$ cat config.mk
export PLATFORM = sky130hd
export DESIGN_NAME = hazard_ctrl_flat
export DESIGN_NICKNAME = d
export VERILOG_FILES = /design/src/rtl/hazard_ctrl_pkg.sv /design/src/rtl/hazard_ctrl_if.sv /design/src/rtl/hazard_ctrl_fwd_cmp.sv /design/src/rtl/hazard_ctrl.sv /design/src/flat_wrapper.sv
export SDC_FILE = /design/constraint.sdc
export NUM_CORES = 1
export LEC_CHECK = 0
export ABC_AREA = 1
export BUFFER_PORTS_ARGS = -buffer_cell sky130_fd_sc_hd__buf_2
export CORE_UTILIZATION = 30
export CTS_CLUSTER_SIZE = 40
export DETAILED_ROUTE_END_ITERATION = 7
export PLACE_DENSITY = 0.59
export SETUP_SLACK_MARGIN = 0.1
export SYNTH_ARGS = -nofsm -noshare
export SYNTH_HDL_FRONTEND = slang
export SYNTH_SLANG_ARGS = --single-unit
$ cat constraint.sdc
create_clock -name clk -period 1 [get_ports clk]
set_input_delay 0.05 -clock clk [delete_from_list [all_inputs] [get_ports clk]]
set_output_delay 0.05 -clock clk [all_outputs]
set_load 0.02 [all_outputs]
$ cat src/rtl/hazard_ctrl_pkg.sv
// Shared types for the hazard unit and the E-stage forwarding muxes.
// Optional feature macro used by hazard_ctrl: HAZARD_PERF_CNT_EN.
package hazard_pkg;

  // Select encoding consumed by the srcA/srcB forwarding muxes
  typedef enum logic [1:0] {
    FWD_RF  = 2'b00,  // register-file read (RD1E/RD2E)
    FWD_WB  = 2'b01,  // resultW from writeback
    FWD_MEM = 2'b10   // aluresultM from memory stage
  } fwd_sel_t;

  // Hazard FSM: normal flow or holding E for a multi-cycle MDU op
  typedef enum logic {
    RUN      = 1'b0,
    MDU_WAIT = 1'b1
  } hz_state_t;

endpackage

$ cat src/rtl/hazard_ctrl_if.sv
// Pipeline <-> hazard unit signal bundle.
// Handshake: there is no valid/ready pair; every input is sampled every cycle
// and every output is meaningful every cycle. The pipeline (master) drives the
// register indices and E/M-stage status; the hazard unit (slave) returns the
// forward selects and the stall/flush controls in the same cycle.
interface hazard_ctrl_if #(
  parameter int REG_AW = 5
);
  import hazard_pkg::*;

  logic [REG_AW-1:0] rs1D;
  logic [REG_AW-1:0] rs2D;
  logic [REG_AW-1:0] rdE;
  logic [REG_AW-1:0] rdM;
  logic              regwriteE;
  logic              regwriteM;
  logic              loadE;
  logic              pcsrcE;
  logic              mdu_startE;
  fwd_sel_t          forwardaE;
  fwd_sel_t          forwardbE;
  logic              stallF;
  logic              stallD;
  logic              stallE;
  logic              flushD;
  logic              flushE;
  logic              flushM;
  logic              mdu_busy;

  modport master (
    output rs1D, rs2D, rdE, rdM, regwriteE, regwriteM, loadE, pcsrcE, mdu_startE,
    input  forwardaE, forwardbE, stallF, stallD, stallE, flushD, flushE, flushM,
           mdu_busy
  );

  modport slave (
    input  rs1D, rs2D, rdE, rdM, regwriteE, regwriteM, loadE, pcsrcE, mdu_startE,
    output forwardaE, forwardbE, stallF, stallD, stallE, flushD, flushE, flushM,
           mdu_busy
  );

endinterface

$ cat src/rtl/hazard_ctrl_fwd_cmp.sv
// D-stage forwarding comparator for one source operand.
// A match against the E-stage writer wins over the M-stage writer because
// the E instruction is younger and holds the most recent value of the register.
module hazard_fwd_cmp
  import hazard_pkg::*;
#(
  parameter int REG_AW = 5
) (
  input  logic [REG_AW-1:0] src_i,
  input  logic [REG_AW-1:0] rd_e_i,
  input  logic [REG_AW-1:0] rd_m_i,
  input  logic              regwrite_e_i,
  input  logic              regwrite_m_i,
  output fwd_sel_t          sel_o
);

  // x0 never forwards; E writer has priority over M writer
  always_comb begin
    sel_o = FWD_RF;
    if ((src_i != '0) && regwrite_e_i && (src_i == rd_e_i)) begin
      sel_o = FWD_MEM;
    end else if ((src_i != '0) && regwrite_m_i && (src_i == rd_m_i)) begin
      sel_o = FWD_WB;
    end
  end

endmodule

$ cat src/rtl/hazard_ctrl.sv
// Hazard unit for the 5-stage RV32 core: registered forward selects for E,
// load-use stall, branch flush and fixed-latency MDU hold.
// Optional feature: define HAZARD_PERF_CNT_EN to add stall_cnt/flush_cnt
// performance counters; without it the counters and their ports are absent.
module hazard_ctrl
  import hazard_pkg::*;
#(
  parameter int REG_AW  = 5,
  parameter int MDU_LAT = 4
) (
  input  logic        clk,
  input  logic        rst_n,
  hazard_ctrl_if.slave hz
`ifdef HAZARD_PERF_CNT_EN
  ,
  output logic [31:0] stall_cnt,
  output logic [31:0] flush_cnt
`endif
);

  localparam int CNT_W = $clog2(MDU_LAT);

  hz_state_t         state_q;
  logic [CNT_W-1:0]  cnt_q;
  fwd_sel_t          fwd_a_d;
  fwd_sel_t          fwd_b_d;
  fwd_sel_t          fwd_a_q;
  fwd_sel_t          fwd_b_q;
  logic              in_wait;
  logic              lu;
  logic              br;
  logic              stall_f;
  logic              stall_e;
  logic              flush_d;
  logic              flush_e;
  logic              flush_m;

  hazard_fwd_cmp #(.REG_AW(REG_AW)) u_cmp_a (
    .src_i       (hz.rs1D),
    .rd_e_i      (hz.rdE),
    .rd_m_i      (hz.rdM),
    .regwrite_e_i(hz.regwriteE),
    .regwrite_m_i(hz.regwriteM),
    .sel_o       (fwd_a_d)
  );

  hazard_fwd_cmp #(.REG_AW(REG_AW)) u_cmp_b (
    .src_i       (hz.rs2D),
    .rd_e_i      (hz.rdE),
    .rd_m_i      (hz.rdM),
    .regwrite_e_i(hz.regwriteE),
    .regwrite_m_i(hz.regwriteM),
    .sel_o       (fwd_b_d)
  );

  // Zero-latency controls; priority MDU_WAIT > taken branch > load-use
  always_comb begin
    in_wait = (state_q == MDU_WAIT);
    lu      = hz.loadE && (hz.rdE != '0) &&
              ((hz.rs1D == hz.rdE) || (hz.rs2D == hz.rdE));
    br      = !in_wait && hz.pcsrcE;
    stall_f = in_wait || (!br && lu);
    stall_e = in_wait;
    flush_d = br;
    flush_e = br || (!in_wait && lu);
    flush_m = in_wait;
  end

  assign hz.stallF    = stall_f;
  assign hz.stallD    = stall_f;
  assign hz.stallE    = stall_e;
  assign hz.flushD    = flush_d;
  assign hz.flushE    = flush_e;
  assign hz.flushM    = flush_m;
  assign hz.mdu_busy  = in_wait;
  assign hz.forwardaE = fwd_a_q;
  assign hz.forwardbE = fwd_b_q;

  // MDU hold FSM: the start cycle plus MDU_LAT-1 wait cycles keep the op in E
  always_ff @(posedge clk or negedge rst_n) begin
    if (!rst_n) begin
      state_q <= RUN;
      cnt_q   <= '0;
    end else begin
      case (state_q)
        RUN: begin
          if (hz.mdu_startE) begin
            state_q <= MDU_WAIT;
            cnt_q   <= CNT_W'(MDU_LAT - 2);
          end
        end
        MDU_WAIT: begin
          if (cnt_q == '0) begin
            state_q <= RUN;
          end else begin
            cnt_q <= cnt_q - CNT_W'(1);
          end
        end
        default: state_q <= RUN;
      endcase
    end
  end

  // Forward selects move D->E with the instruction: bubble clears, stall holds
  always_ff @(posedge clk or negedge rst_n) begin
    if (!rst_n) begin
      fwd_a_q <= FWD_RF;
      fwd_b_q <= FWD_RF;
    end else if (flush_e) begin
      fwd_a_q <= FWD_RF;
      fwd_b_q <= FWD_RF;
    end else if (!stall_e) begin
      fwd_a_q <= fwd_a_d;
      fwd_b_q <= fwd_b_d;
    end
  end

`ifdef HAZARD_PERF_CNT_EN
  // Free-running event counters, wrapping at 2^32
  always_ff @(posedge clk or negedge rst_n) begin
    if (!rst_n) begin
      stall_cnt <= '0;
      flush_cnt <= '0;
    end else begin
      if (stall_f) stall_cnt <= stall_cnt + 32'd1;
      if (flush_d) flush_cnt <= flush_cnt + 32'd1;
    end
  end
`endif

endmodule

$ cat src/flat_wrapper.sv
// flat-port wrapper written by rule: the top's interface ports become plain ports
module hazard_ctrl_flat import hazard_pkg::*;
#(
  parameter int REG_AW  = 5,
  parameter int MDU_LAT = 4
)
  (clk, rst_n, hz_rs1D, hz_rs2D, hz_rdE, hz_rdM, hz_regwriteE, hz_regwriteM, hz_loadE, hz_pcsrcE, hz_mdu_startE, hz_forwardaE, hz_forwardbE, hz_stallF, hz_stallD, hz_stallE, hz_flushD, hz_flushE, hz_flushM, hz_mdu_busy);
  hazard_ctrl_if #(.REG_AW(REG_AW)) hz_i ();
  input  logic clk;
  input  logic rst_n;
  input wire logic [$bits(hz_i.rs1D)-1:0] hz_rs1D;
  input wire logic [$bits(hz_i.rs2D)-1:0] hz_rs2D;
  input wire logic [$bits(hz_i.rdE)-1:0] hz_rdE;
  input wire logic [$bits(hz_i.rdM)-1:0] hz_rdM;
  input wire logic [$bits(hz_i.regwriteE)-1:0] hz_regwriteE;
  input wire logic [$bits(hz_i.regwriteM)-1:0] hz_regwriteM;
  input wire logic [$bits(hz_i.loadE)-1:0] hz_loadE;
  input wire logic [$bits(hz_i.pcsrcE)-1:0] hz_pcsrcE;
  input wire logic [$bits(hz_i.mdu_startE)-1:0] hz_mdu_startE;
  output wire logic [$bits(hz_i.forwardaE)-1:0] hz_forwardaE;
  output wire logic [$bits(hz_i.forwardbE)-1:0] hz_forwardbE;
  output wire logic [$bits(hz_i.stallF)-1:0] hz_stallF;
  output wire logic [$bits(hz_i.stallD)-1:0] hz_stallD;
  output wire logic [$bits(hz_i.stallE)-1:0] hz_stallE;
  output wire logic [$bits(hz_i.flushD)-1:0] hz_flushD;
  output wire logic [$bits(hz_i.flushE)-1:0] hz_flushE;
  output wire logic [$bits(hz_i.flushM)-1:0] hz_flushM;
  output wire logic [$bits(hz_i.mdu_busy)-1:0] hz_mdu_busy;
  assign hz_i.rs1D = hz_rs1D;
  assign hz_i.rs2D = hz_rs2D;
  assign hz_i.rdE = hz_rdE;
  assign hz_i.rdM = hz_rdM;
  assign hz_i.regwriteE = hz_regwriteE;
  assign hz_i.regwriteM = hz_regwriteM;
  assign hz_i.loadE = hz_loadE;
  assign hz_i.pcsrcE = hz_pcsrcE;
  assign hz_i.mdu_startE = hz_mdu_startE;
  assign hz_forwardaE = hz_i.forwardaE;
  assign hz_forwardbE = hz_i.forwardbE;
  assign hz_stallF = hz_i.stallF;
  assign hz_stallD = hz_i.stallD;
  assign hz_stallE = hz_i.stallE;
  assign hz_flushD = hz_i.flushD;
  assign hz_flushE = hz_i.flushE;
  assign hz_flushM = hz_i.flushM;
  assign hz_mdu_busy = hz_i.mdu_busy;
  hazard_ctrl #(.REG_AW(REG_AW), .MDU_LAT(MDU_LAT)) u_core (.clk(clk), .rst_n(rst_n), .hz(hz_i));
endmodule
==> results of run 1 <==
## registers in the layout, summed over array words and instances, names as in the netlist
name / count
u_core.cnt_q: 2
u_core.hz.forwardaE: 2
u_core.hz.flushM: 1
u_core.hz.forwardbE: 2
## cell families after synthesis
group                    synth area share [%]
AO/OA/AOI/OAI                           8.412
XOR/XNOR                                2.223
adder cells (fa/ha/maj)                 1.587
buffers and inverters                   15.24
flip-flops                              22.22
AND/OR/NAND/NOR                         50.32
## routing by layer
layer / global-route usage [%] / up-vias
li1: - / 569
met3: 4.885 / 2
met2: 31.25 / 28
met4: 2.193 / 0
met1: 24.31 / 462
met5: 0 / -
## cells in the final DEF, fill, tap and decap left out, types with 2 or more instances in the layout
master / instances
sky130_fd_sc_hd__nor2_2: 4
sky130_fd_sc_hd__nand2_1: 56
sky130_fd_sc_hd__clkbuf_4: 3
sky130_fd_sc_hd__nand3_1: 2
sky130_fd_sc_hd__o21ai_0: 5
sky130_fd_sc_hd__buf_4: 18
sky130_fd_sc_hd__buf_6: 14
sky130_fd_sc_hd__nand2_2: 5
sky130_fd_sc_hd__nor2_1: 16
sky130_fd_sc_hd__xnor2_1: 2
sky130_fd_sc_hd__inv_1: 20
sky130_fd_sc_hd__nor2_4: 3
sky130_fd_sc_hd__inv_2: 5
sky130_fd_sc_hd__nand4_1: 5
sky130_fd_sc_hd__o21ai_1: 2
sky130_fd_sc_hd__buf_2: 30
sky130_fd_sc_hd__o21ai_2: 2
sky130_fd_sc_hd__dfrtp_1: 6
## critical path: stages (launching register included)
cell and delay [ps]:
sky130_fd_sc_hd__dfrtp_2 430, sky130_fd_sc_hd__buf_6 130, sky130_fd_sc_hd__nor2_4 80, sky130_fd_sc_hd__nand2_1 60, sky130_fd_sc_hd__nor2_1 120, sky130_fd_sc_hd__nand2_1 60
sky130_fd_sc_hd__nor2_1 100, sky130_fd_sc_hd__a21boi_1 70, sky130_fd_sc_hd__nor2_1 100
## layout make-up
type | count | area, µm²
clock buffer | 4 | 26.28
fill | 246 | 1119
inverter | 26 | 105.1
multi-input combinational | 110 | 560.5
sequential | 7 | 176.4
tap | 30 | 37.54
timing repair buffer | 63 | 452.9
## worst min path at each step
stage	depth (start not counted)	to	startpoint	slack, ps
final	4	u_core.cnt_q[0]	hz_mdu_startE	110
after global routing	4	u_core.cnt_q[0]	hz_mdu_startE	120
after CTS	3	u_core.hz.flushM	hz_mdu_startE	30
after detailed placement	1	u_core.hz.forwardbE[1]	rst_n	-110
after global placement	1	u_core.hz.forwardbE[1]	rst_n	-110
after floorplan	0	u_core.cnt_q[0]	rst_n	-250
## stage by stage
stage                     hold WS, ps  TNS, ps
after floorplan                -245.6   -218.6
after global placement         -113.6   -508.3
after detailed placement       -109.6   -576.7
after CTS                       26.53    -1592
after global routing            122.2    -2562
final                           107.6    -1880
## power breakdown
group	switching (mW)	total, mW	internal, mW	leakage, nW
logic	0.937	1.88	0.940	0.697
registers	0.0515	0.426	0.374	0.0884
clock network	0.102	0.254	0.152	0.0150
## what timing repair did
action / CTS / global route
hold buffers: 1 / 0
setup endpoints to repair: 13 / 14
pin swaps: 1 / 19
endpoints found under the hold margin: 7 / 0
resized for setup: 22 / 11
buffers inserted: 6 / 1
==> results.txt, run 1 <==
- Number of iterations in the first detailed-routing pass: 4
* Met2 Routed Length: 1184 µm
- Entering global routing, the biggest net connects 8 pins.
- Post-route cell area: 0.001359 mm²
* Type of element launching the critical path: flip-flop
- For flop-to-flop paths, the worst setup slack is -210 ps.
- After layout, the worst path uses 121.1% of the clock period.
- Across all setup checks in the final design, the least slack found is -210.7 ps.
* Clock slew at the register clock pins of the worst setup and hold paths: 50 ps
* Area grow syn2layout: 72.38%
* Routed wire length: 2475 µm
- Crit path required time: 1190 ps
* Count of H-tree levels built during CTS: 1
* Diodes inserted: 0
- The detailed router placed 1061 vias in this run.
- Input and output buffers added on the ports amount to 37.
- By instance count, the leading cell after synthesis is sky130_fd_sc_hd__nand2_1.
- DPL Wire Length: 1915 µm
- Type of the tightest min-delay check: input pin to flip-flop
- Violations in the final reports: setup timing
* Area after DPL: 0.001162 mm²
- The count of nets left with antenna violations once routing finished came out at 0.
- Nets: 239
- Setup Viol. Count Final: 14
* Count of flip-flops with a built-in enable after synthesis: 0
* Avg WL per Cell: 10.31 µm
* Top post-synthesis cells by count: sky130_fd_sc_hd__nand2_1 (60), sky130_fd_sc_hd__inv_1 (21), sky130_fd_sc_hd__nor2_1 (21), sky130_fd_sc_hd__dfrtp_1 (7), sky130_fd_sc_hd__o21ai_0 (7)
- Clock insertion delay at the later pin of the skew report: 250 ps
* Worst setup path endpoint: u_core.hz.forwardbE[0]
* Metal-1 WL: 1155 µm
- The count of endpoints failing hold in the final timing report was 0.
- Net count of the mapped netlist: 174
- Timing would allow up to 826.0 MHz.
- Maximum capacitance violations: 0
- In this run the worst setup path begins at u_core.hz.flushM.
* Maximum clock skew at final layout: 3.619 ps
* Worst Setup End Kind: flip-flop
- Core Rows: 18
- The worst register-to-register path has a depth of 8.
- Area enclosed by the die boundary: 0.002837 mm²
- Number of global-route vias before repair: 932
- Number of synthesized register bits: 7
- The total overflow left after global routing is 0.
* Count of non-filler cells in the finished layout: 240
- Average instance area after synthesis: 5.399 µm²
* Pin slew with the least headroom to its limit: 237.9 ps
- The highest layer touched by signal routing is met4.
- Initial antenna violation count: 0
- Clock tree synthesis found a total of 7 sinks.
- Total chip power: 2.557 mW
- After synthesis, the largest area contributor takes up 28.57% of total cell area.
* Largest cells by area after synthesis: sky130_fd_sc_hd__nand2_1 (29%), sky130_fd_sc_hd__dfrtp_1 (22%), sky130_fd_sc_hd__inv_1 (10%), sky130_fd_sc_hd__nor2_1 (10%), sky130_fd_sc_hd__o21ai_0 (4.4%)
- Die width: 53.26 µm
* I/O pin total: 38
- Counting flops with an async set or reset pin after synthesis yields a share of 100.0%.
- DP Cell Count: 228
* Die Height: 53.26 µm
- Power per cell area: 1882 mW/mm²
- Headroom to the max-slew limit: 84.03%
- The number of pins exceeding their max-slew limit in the final report came to 0.
* Most instantiated flip-flop cell in the synthesis netlist: sky130_fd_sc_hd__dfrtp_1
- Routability-driven placement finished with a final weighted congestion of 0.8410.
- Critical R2R Capture: u_core.hz.forwardbE[0]
- TritonCTS built the clock tree.
* Syn Std Cell Area: 788.3 µm²
- In the routed layout, each cell is associated on average with a via count of 4.421.
- Cell type with the largest total area after synthesis: sky130_fd_sc_hd__nand2_1
* Routed length on met3: 123 µm
- Root buffer cell: sky130_fd_sc_hd__clkbuf_4
- Shortest clock period the worst path allows after layout: 1211 ps
- Yosys warnings: 0
* Worst-case vdd ir drop: 1.882 mV
* CTS buffer count: 3
- Worst setup slack before clock tree synthesis: -153.6 ps
- In the routed design, unresolved DRC markers number 0.
- Clk buf depth: 2
* Distinct cell type count after synthesis: 19
* Data arrival time of the critical path: 1400 ps
- Summing the sequential cell areas from Yosys gives 22.22% of the chip area.
- Synthesis produced 146 cells.
* Worst Path Class, Setup: flip-flop to flip-flop
- Result of the run: complete, but fails checks
- The core region is 0.002477 mm².
* Effective utilization at floorplan: 31.82%
- All-Layer GR Usage: 18.65%
- DRT iter0 DRCs: 18
* Final standard cell utilization of the core: 54.85%
* Leakage power: 0.8003 nW
- Layout cell share with drive strength beyond 1: 43.33%
- R2R Path Start: u_core.hz.flushM
- Setup repair after global routing could not meet its margin everywhere.
* Maximum fanout encountered on the critical timing path: 3
* Global-route wire length before repair: 3857 µm
(Power assumes the default switching activity.)
==> run 2, diff against run 1 <==
CORE_UTILIZATION = 35   (was 30)
PLACE_DENSITY = 0.67   (was 0.59)
==> run 2 against run 1 <==
The flow still finishes with violations (setup timing). Global-route usage up 4.9 points. Critical path depth down 3. Clock power down 2%. Combinational power down 2%. Count of clock-buffer cells in the layout unchanged. Sequential power down 0.9%. Clock skew up 2.9 ps. Core utilization up 11 points. Largest power group unchanged.
==> results.txt, run 2 (synthesis results as in run 1) <==
- Result of the run: complete, but fails checks
- The checks that failed: setup timing.
- Worst Path Class, Setup: flip-flop to output port
* DRT iter0 DRCs: 14
- Clock tree from TritonCTS: done
- Highest attainable clock frequency: 820.0 MHz
* Count of non-filler cells in the finished layout: 235
- Area of the multi-input gates: 569.3 µm²
- Among the stages of the critical path, the cell type that occurs most often is sky130_fd_sc_hd__buf_6.
- Kind of cell with the highest combined delay on the critical path: flip-flops
* Worst Slack Setup Final: -219.4 ps
- Die width: 49.46 µm
- Number of global-route vias before repair: 1072
* Floorplan core area: 0.002042 mm²
- Count of nets left with antenna violations after detail routing: 0
- Count of port buffers added during placement: 37
- Layout cell share with drive strength beyond 1: 43.75%
* Sinks on Clock Net: 7
* Sequential cell area: 176.4 µm²
- Global routing used 23.56% of the available tracks across all layers.
* Die Height: 49.46 µm
* Stage delay of the slowest cell on the critical path: 430 ps
- Traced cell by cell, the critical path runs through buf_6 -> inv_6 -> nand3_4 -> nand2_4 -> buf_6.
* I/O pin total: 38
* Diodes inserted: 0
- Largest net degree at the start of global routing: 8
- Maximum clock skew at final layout: 6.557 ps
- The detailed router placed 1089 vias in this run.
* Routed wire length: 2609 µm
* Vias per std cell: 4.634
- Setup repair after global routing could not meet its margin everywhere.
- GR Overflow Total: 0
* Area after DPL: 0.001159 mm²
- Number of fillers in the final layout: 188
* Data arrival time of the critical path: 1170 ps
- Number of iterations in the first detailed-routing pass: 4
- For this design, the slowest cell found on the critical path is sky130_fd_sc_hd__dfrtp_2.
* Clk buf depth: 2
* Area grow syn2layout: 70.16%
* Core Rows: 16
- In this run the tightest slew margin relative to its limit is 85.00%.
* Setup Viol. Count Final: 13
- The tool flagged a number of max-cap violations equal to 0.
- Type of element launching the critical path: flip-flop
- The path class of the tightest hold or removal check is input pin to flip-flop.
- Final routed DRC violation total: 0
- DPL Wire Length: 1998 µm
- Dividing the final minimum period by the clock period gives 121.9%.
- The final layout contains 237 nets.
- For the pin with the worst max-slew slack, the measured transition is 223.4 ps.
- Worst Setup End Kind: output port
- Clock slew at the register clock pins of the worst setup and hold paths: 50 ps
- In this run the number of H-tree levels came out at 1.
* Most frequent cells in the layout: sky130_fd_sc_hd__nand2_1 (56), sky130_fd_sc_hd__buf_2 (29), sky130_fd_sc_hd__inv_1 (19), sky130_fd_sc_hd__buf_4 (19), sky130_fd_sc_hd__nor2_1 (16)
- Most frequent standard cell in the layout excluding fill and tap cells: sky130_fd_sc_hd__nand2_1
- VDD sags by at most 1.999 mV.
- In this run the power density over the cells is 1869 mW/mm².
* Global-route wire length before repair: 4402 µm
- The number of pins exceeding their max-slew limit in the final report was 0.
* Final Hold Vio Count: 0
* DP Cell Count: 225
- The tree is rooted in a sky130_fd_sc_hd__clkbuf_4.
- Avg WL per Cell: 11.10 µm
* Clock insertion delay at the later pin of the skew report: 250 ps
- Crit path required time: 950 ps
- Count of buffer and inverter cells on the critical path: 3
* CTS buffer count: 3
* Initial antenna violation count: 0
* Effective utilization at floorplan: 38.60%
- The congestion estimate from routability-driven global placement came to 0.8477.
- Prior to clock tree synthesis, the placed netlist has a worst setup slack of -190.2 ps.
- Maximum fanout encountered on the critical timing path: 4
- Power comes to 2.507 mW.
- In this run the static leakage power is 0.7994 nW.
- The die covers 0.002446 mm².
- Shortest clock period the worst path allows after layout: 1219 ps
- After routing the design area is 0.001341 mm².
==> run 2: where the power goes <==
group / leakage, nW / internal (mW) / switching (mW)
combinational: 0.696 / 0.886 / 0.951
clock: 0.0150 / 0.152 / 0.0967
sequential: 0.0884 / 0.374 / 0.0480
total: 0.799 / 1.41 / 1.10
==> run 2: area by class of cell <==
cell class                      instances  share of cell area, %
Clock buffer                            4                  1.959
Timing Repair Buffer                   61                  32.28
Inverter                               26                  7.649
Sequential cell                         7                  13.15
Tap cell                               27                  2.519
Multi-Input combinational cell        110                  42.44
==> run 2: layer usage <==
| layer | global-route usage [%] | routed length (µm) |
|---|---|---|
| met5 | 0 | 0 |
| met4 | 7.143 | 28 |
| met3 | 3.704 | 142 |
| met2 | 41.10 | 1271 |
| met1 | 29.60 | 1167 |
==> run 2: timing repair <==
item	in CTS	in global routing
endpoints found under the hold margin	7	0
endpoints found under the setup margin	13	14
pin swaps	3	10
gates resized for setup	20	14
hold buffers	1	0
buffers inserted	3	2
==> run 2: through the flow <==
stage	util, %	TNS (ps)	hold slack (ps)
after floorplan	-	-218.6	-245.6
after global placement	56.74	-529.2	-114.6
after detailed placement	56.74	-843.6	-116.1
after CTS	62.87	-1873	28.06
after global routing	65.69	-2635	43.82
final	65.69	-1859	41.51
==> run 2: worst min-delay path, cell delays in order <==
cell	delay, ps
sky130_fd_sc_hd__buf_2	80
sky130_fd_sc_hd__nand2_2	50
sky130_fd_sc_hd__o21ai_2	70
==> run 2: path summary, 6_finish.rpt <==
| path | startpoint | to | slack [ps] | cells after the start |
|---|---|---|---|---|
| setup / recovery | u_core.hz.flushM | hz_flushE | -220 | 5 |
| hold / removal | hz_mdu_startE | u_core.hz.flushM | 40 | 3 |
| setup reg to reg | u_core.hz.flushM | u_core.hz.forwardaE[0] | -180 | 8 |
| hold reg to reg | u_core.hz.forwardbE[1] | u_core.hz.forwardbE[1] | 470 | 2 |
| max in group asynchronous | rst_n | u_core.hz.flushM | 650 | 2 |
| min in group asynchronous | rst_n | u_core.hz.forwardbE[0] | 180 | 2 |
==> run 3, diff against run 2 <==
CORE_MARGIN = 2   (was not set)
==> run 3 against run 2 <==
The run still ends with setup timing left. Count of clock-buffer cells in the layout did not move. Sequential cell count did not move. Non-clock buffer count fell by 1. Final cell count did not move. Critical path depth did not move. Cell area rose by 3.9%. Routed wire length fell by 6.1%. Clock power barely moved. Largest power group unchanged.
==> results.txt, run 3 (synthesis results as in run 1) <==
- Result of the run: complete, but fails checks
- The final reports fail on setup timing.
- The layer flagged by global routing as most heavily used is met2.
- I/O pin total: 38
- The clock net in this run drives a total of 7 sinks.
- Via count: 1082
- Area after DPL: 0.001137 mm²
* Final Hold Vio Count: 0
* Clock tree from TritonCTS: done
- Final routed DRC violation total: 0
* DPL Wire Length: 1911 µm
- Effective utilization at floorplan: 36.33%
- Global routing used 19.62% of the available tracks.
- After detailed placement, the design holds a cell count of 223.
- Clock slew at the register clock pins of the worst setup and hold paths: 50 ps
- At the pin with the least slew margin, the transition time is 207.9 ps.
* Layout cell share with drive strength beyond 1: 48.79%
- Count of port buffers added during placement: 37
* Initial antenna violation count: 0
- The cell that appears most often on the critical path is sky130_fd_sc_hd__buf_6.
- Most frequent cells in the layout: sky130_fd_sc_hd__nand2_1 (52), sky130_fd_sc_hd__buf_2 (22), sky130_fd_sc_hd__buf_4 (19)
- Count of nets left with antenna violations after detail routing: 0
- Clock insertion delay at the later pin of the skew report: 250 ps
- Maximum clock skew at final layout: 6.635 ps
- Setup repair after global routing could not meet its margin everywhere.
- DRT iter0 DRCs: 30
- Global-route met3 utilization: 4.094%
- STA puts the critical path data arrival time at 1180 ps.
* Type of the tightest min-delay check: input pin to flip-flop
- Final standard cell utilization of the core: 64.24%
- Worst Setup End Kind: output port
- Global routing used 33.97% of the available met2 tracks.
- In this design, the stage delay of the slowest critical-path cell is 440 ps.
- Power per cell area: 1683 mW/mm²
* Highest attainable clock frequency: 810.4 MHz
- Count of non-filler cells in the finished layout: 235
- The tree is rooted in a sky130_fd_sc_hd__clkbuf_4.
* CTS buffer count: 3
- Entering global routing, the biggest net connects 9 pins.
- The die is 51.46 µm tall.
- Shortest clock period the worst path allows after layout: 1234 ps
- Weighted congestion at the end of routability-driven global placement: 0.8191
- The number of pins exceeding their max-slew limit in the final report was 0.
* Maximum fanout encountered on the critical timing path: 4
- The die covers 0.002648 mm².
- The largest individual stage delay along the critical path comes from the cell sky130_fd_sc_hd__dfrtp_2.
- Final Cycle Share: 123.4%
- Of the total power, combinational logic draws 70.9%.
* Crit path required time: 950 ps
- Area grow syn2layout: 76.83%
- Floorplan core area: 0.002170 mm²
- The initialized floorplan defines 17 standard-cell rows.
- Measured along the x axis, the die boundary spans 51.46 µm.
- In this run the static leakage power is 0.7982 nW.
* Most frequent standard cell in the layout excluding fill and tap cells: sky130_fd_sc_hd__nand2_1
* Worst-case vdd ir drop: 2.067 mV
* Number of iterations in the first detailed-routing pass: 4
- Diodes inserted: 0
- The critical path in this run is classified as flip-flop to output port.
- Once routing completed, OpenROAD measured the worst setup slack at -233.9 ps.
* Setup Viol. Count Final: 9
- Cell-by-cell listing of the critical path: buf_6 -> nor2_4 -> inv_2 -> nand2_4 -> buf_6
* Vias per std cell: 4.604
- With fillers left out, the area of the finished cells amounts to 0.001394 mm².
* Hold_ws: 31.68 ps
- Across the run, the number of max-cap violations was 0.
- Of the total power, the clock network draws 10.7%.
- Internal cell power: 1.312 mW
- The first global-routing pass estimated 3953 µm of wire.
* Switching pwr: 1.034 mW
* GR Overflow Total: 0
* Avg WL per Cell: 10.42 µm
- Sw Share: 44.08%
- The number of global-route vias before repair was 1004.
* M1 GR Usage: 25.41%
- Count of H-tree levels built during CTS: 1
- Worst setup slack before clock tree synthesis: -155.9 ps
- After detailed routing, the total wire length is 2449 µm.
- Part of the total power dissipated in sequential elements: 18.5%
- Nets: 236
- Clk buf depth: 2
* Headroom to the max-slew limit: 86.04%
- STA classifies the critical path startpoint as a flip-flop.
[run 3: cell types whose count changed in the layout (fill, tap and decap cells not counted), moves of 2 or more]
cell | previous run | this run
sky130_fd_sc_hd__nand2_2 | 4 | 9
sky130_fd_sc_hd__inv_4 | 0 | 2
sky130_fd_sc_hd__buf_6 | 12 | 18
sky130_fd_sc_hd__buf_2 | 29 | 22
sky130_fd_sc_hd__inv_2 | 6 | 11
sky130_fd_sc_hd__nand2_1 | 56 | 52
sky130_fd_sc_hd__inv_1 | 19 | 13
[run 3: what timing repair did]
| item | 4_1_cts | 5_1_grt |
|---|---|---|
| endpoints found under the setup margin | 13 | 13 |
| hold buffers | 1 | 0 |
| buffers inserted | 5 | 2 |
| gates resized for setup | 34 | 18 |
| pin swaps | 11 | 13 |
| cloned | 0 | 0 |
| hold endpoints to repair | 7 | 0 |
[run 3: critical path: cells and delay by family, from the launching register on]
kind	cells	cell delay [ps]
flip-flops	1	440
buffers and inverters	3	310
AND/OR/NAND/NOR	2	170
[run 3: cell type report]
cell class | count | area, µm²
fillers | 203 | 775.7
multi-input cells | 110 | 588.1
repair buffers | 60 | 465.4
flip-flops and latches | 7 | 176.4
inverters | 26 | 102.6
well taps | 28 | 35.03
clock buffers | 4 | 26.28
[run 3: power by group through the flow]
stage / Clock, mW / Combinational, mW / Sequential [mW]
after global placement: 0 / 1.15 / 0.425
after global routing: 0.271 / 1.80 / 0.444
after detailed placement: 0 / 1.19 / 0.427
after floorplan: 0 / 0.766 / 0.515
after CTS: 0.257 / 1.50 / 0.426
final: 0.250 / 1.66 / 0.433
[run 3: final timing paths]
check                                       start                      to  slack (ps)  depth (start not counted)
max                              u_core.hz.flushM               hz_flushE        -230                          5
min                                 hz_mdu_startE        u_core.hz.flushM          30                          3
max reg2reg                      u_core.hz.flushM  u_core.hz.forwardbE[0]        -230                          8
min reg2reg                u_core.hz.forwardbE[1]  u_core.hz.forwardbE[1]         480                          2
max in group asynchronous                   rst_n        u_core.hz.flushM         690                          2
min in group asynchronous                   rst_n  u_core.hz.forwardbE[1]         150                          2
[run 3: stage by stage]
step / power [mW] / setup TNS, ps
2_1_floorplan: 1.281 / -218.6
4_1_cts: 2.179 / -1170
3_3_place_gp: 1.574 / -548.2
5_1_grt: 2.517 / -1833
6_report: 2.346 / -1302
3_5_place_dp: 1.616 / -708.5
[run 3: metal layers]
layer | wire length (µm) | vias to the layer above
met5 | 0 | -
met4 | 34 | 0
met3 | 150 | 4
met2 | 1197 | 34
met1 | 1067 | 480
li1 | - | 564
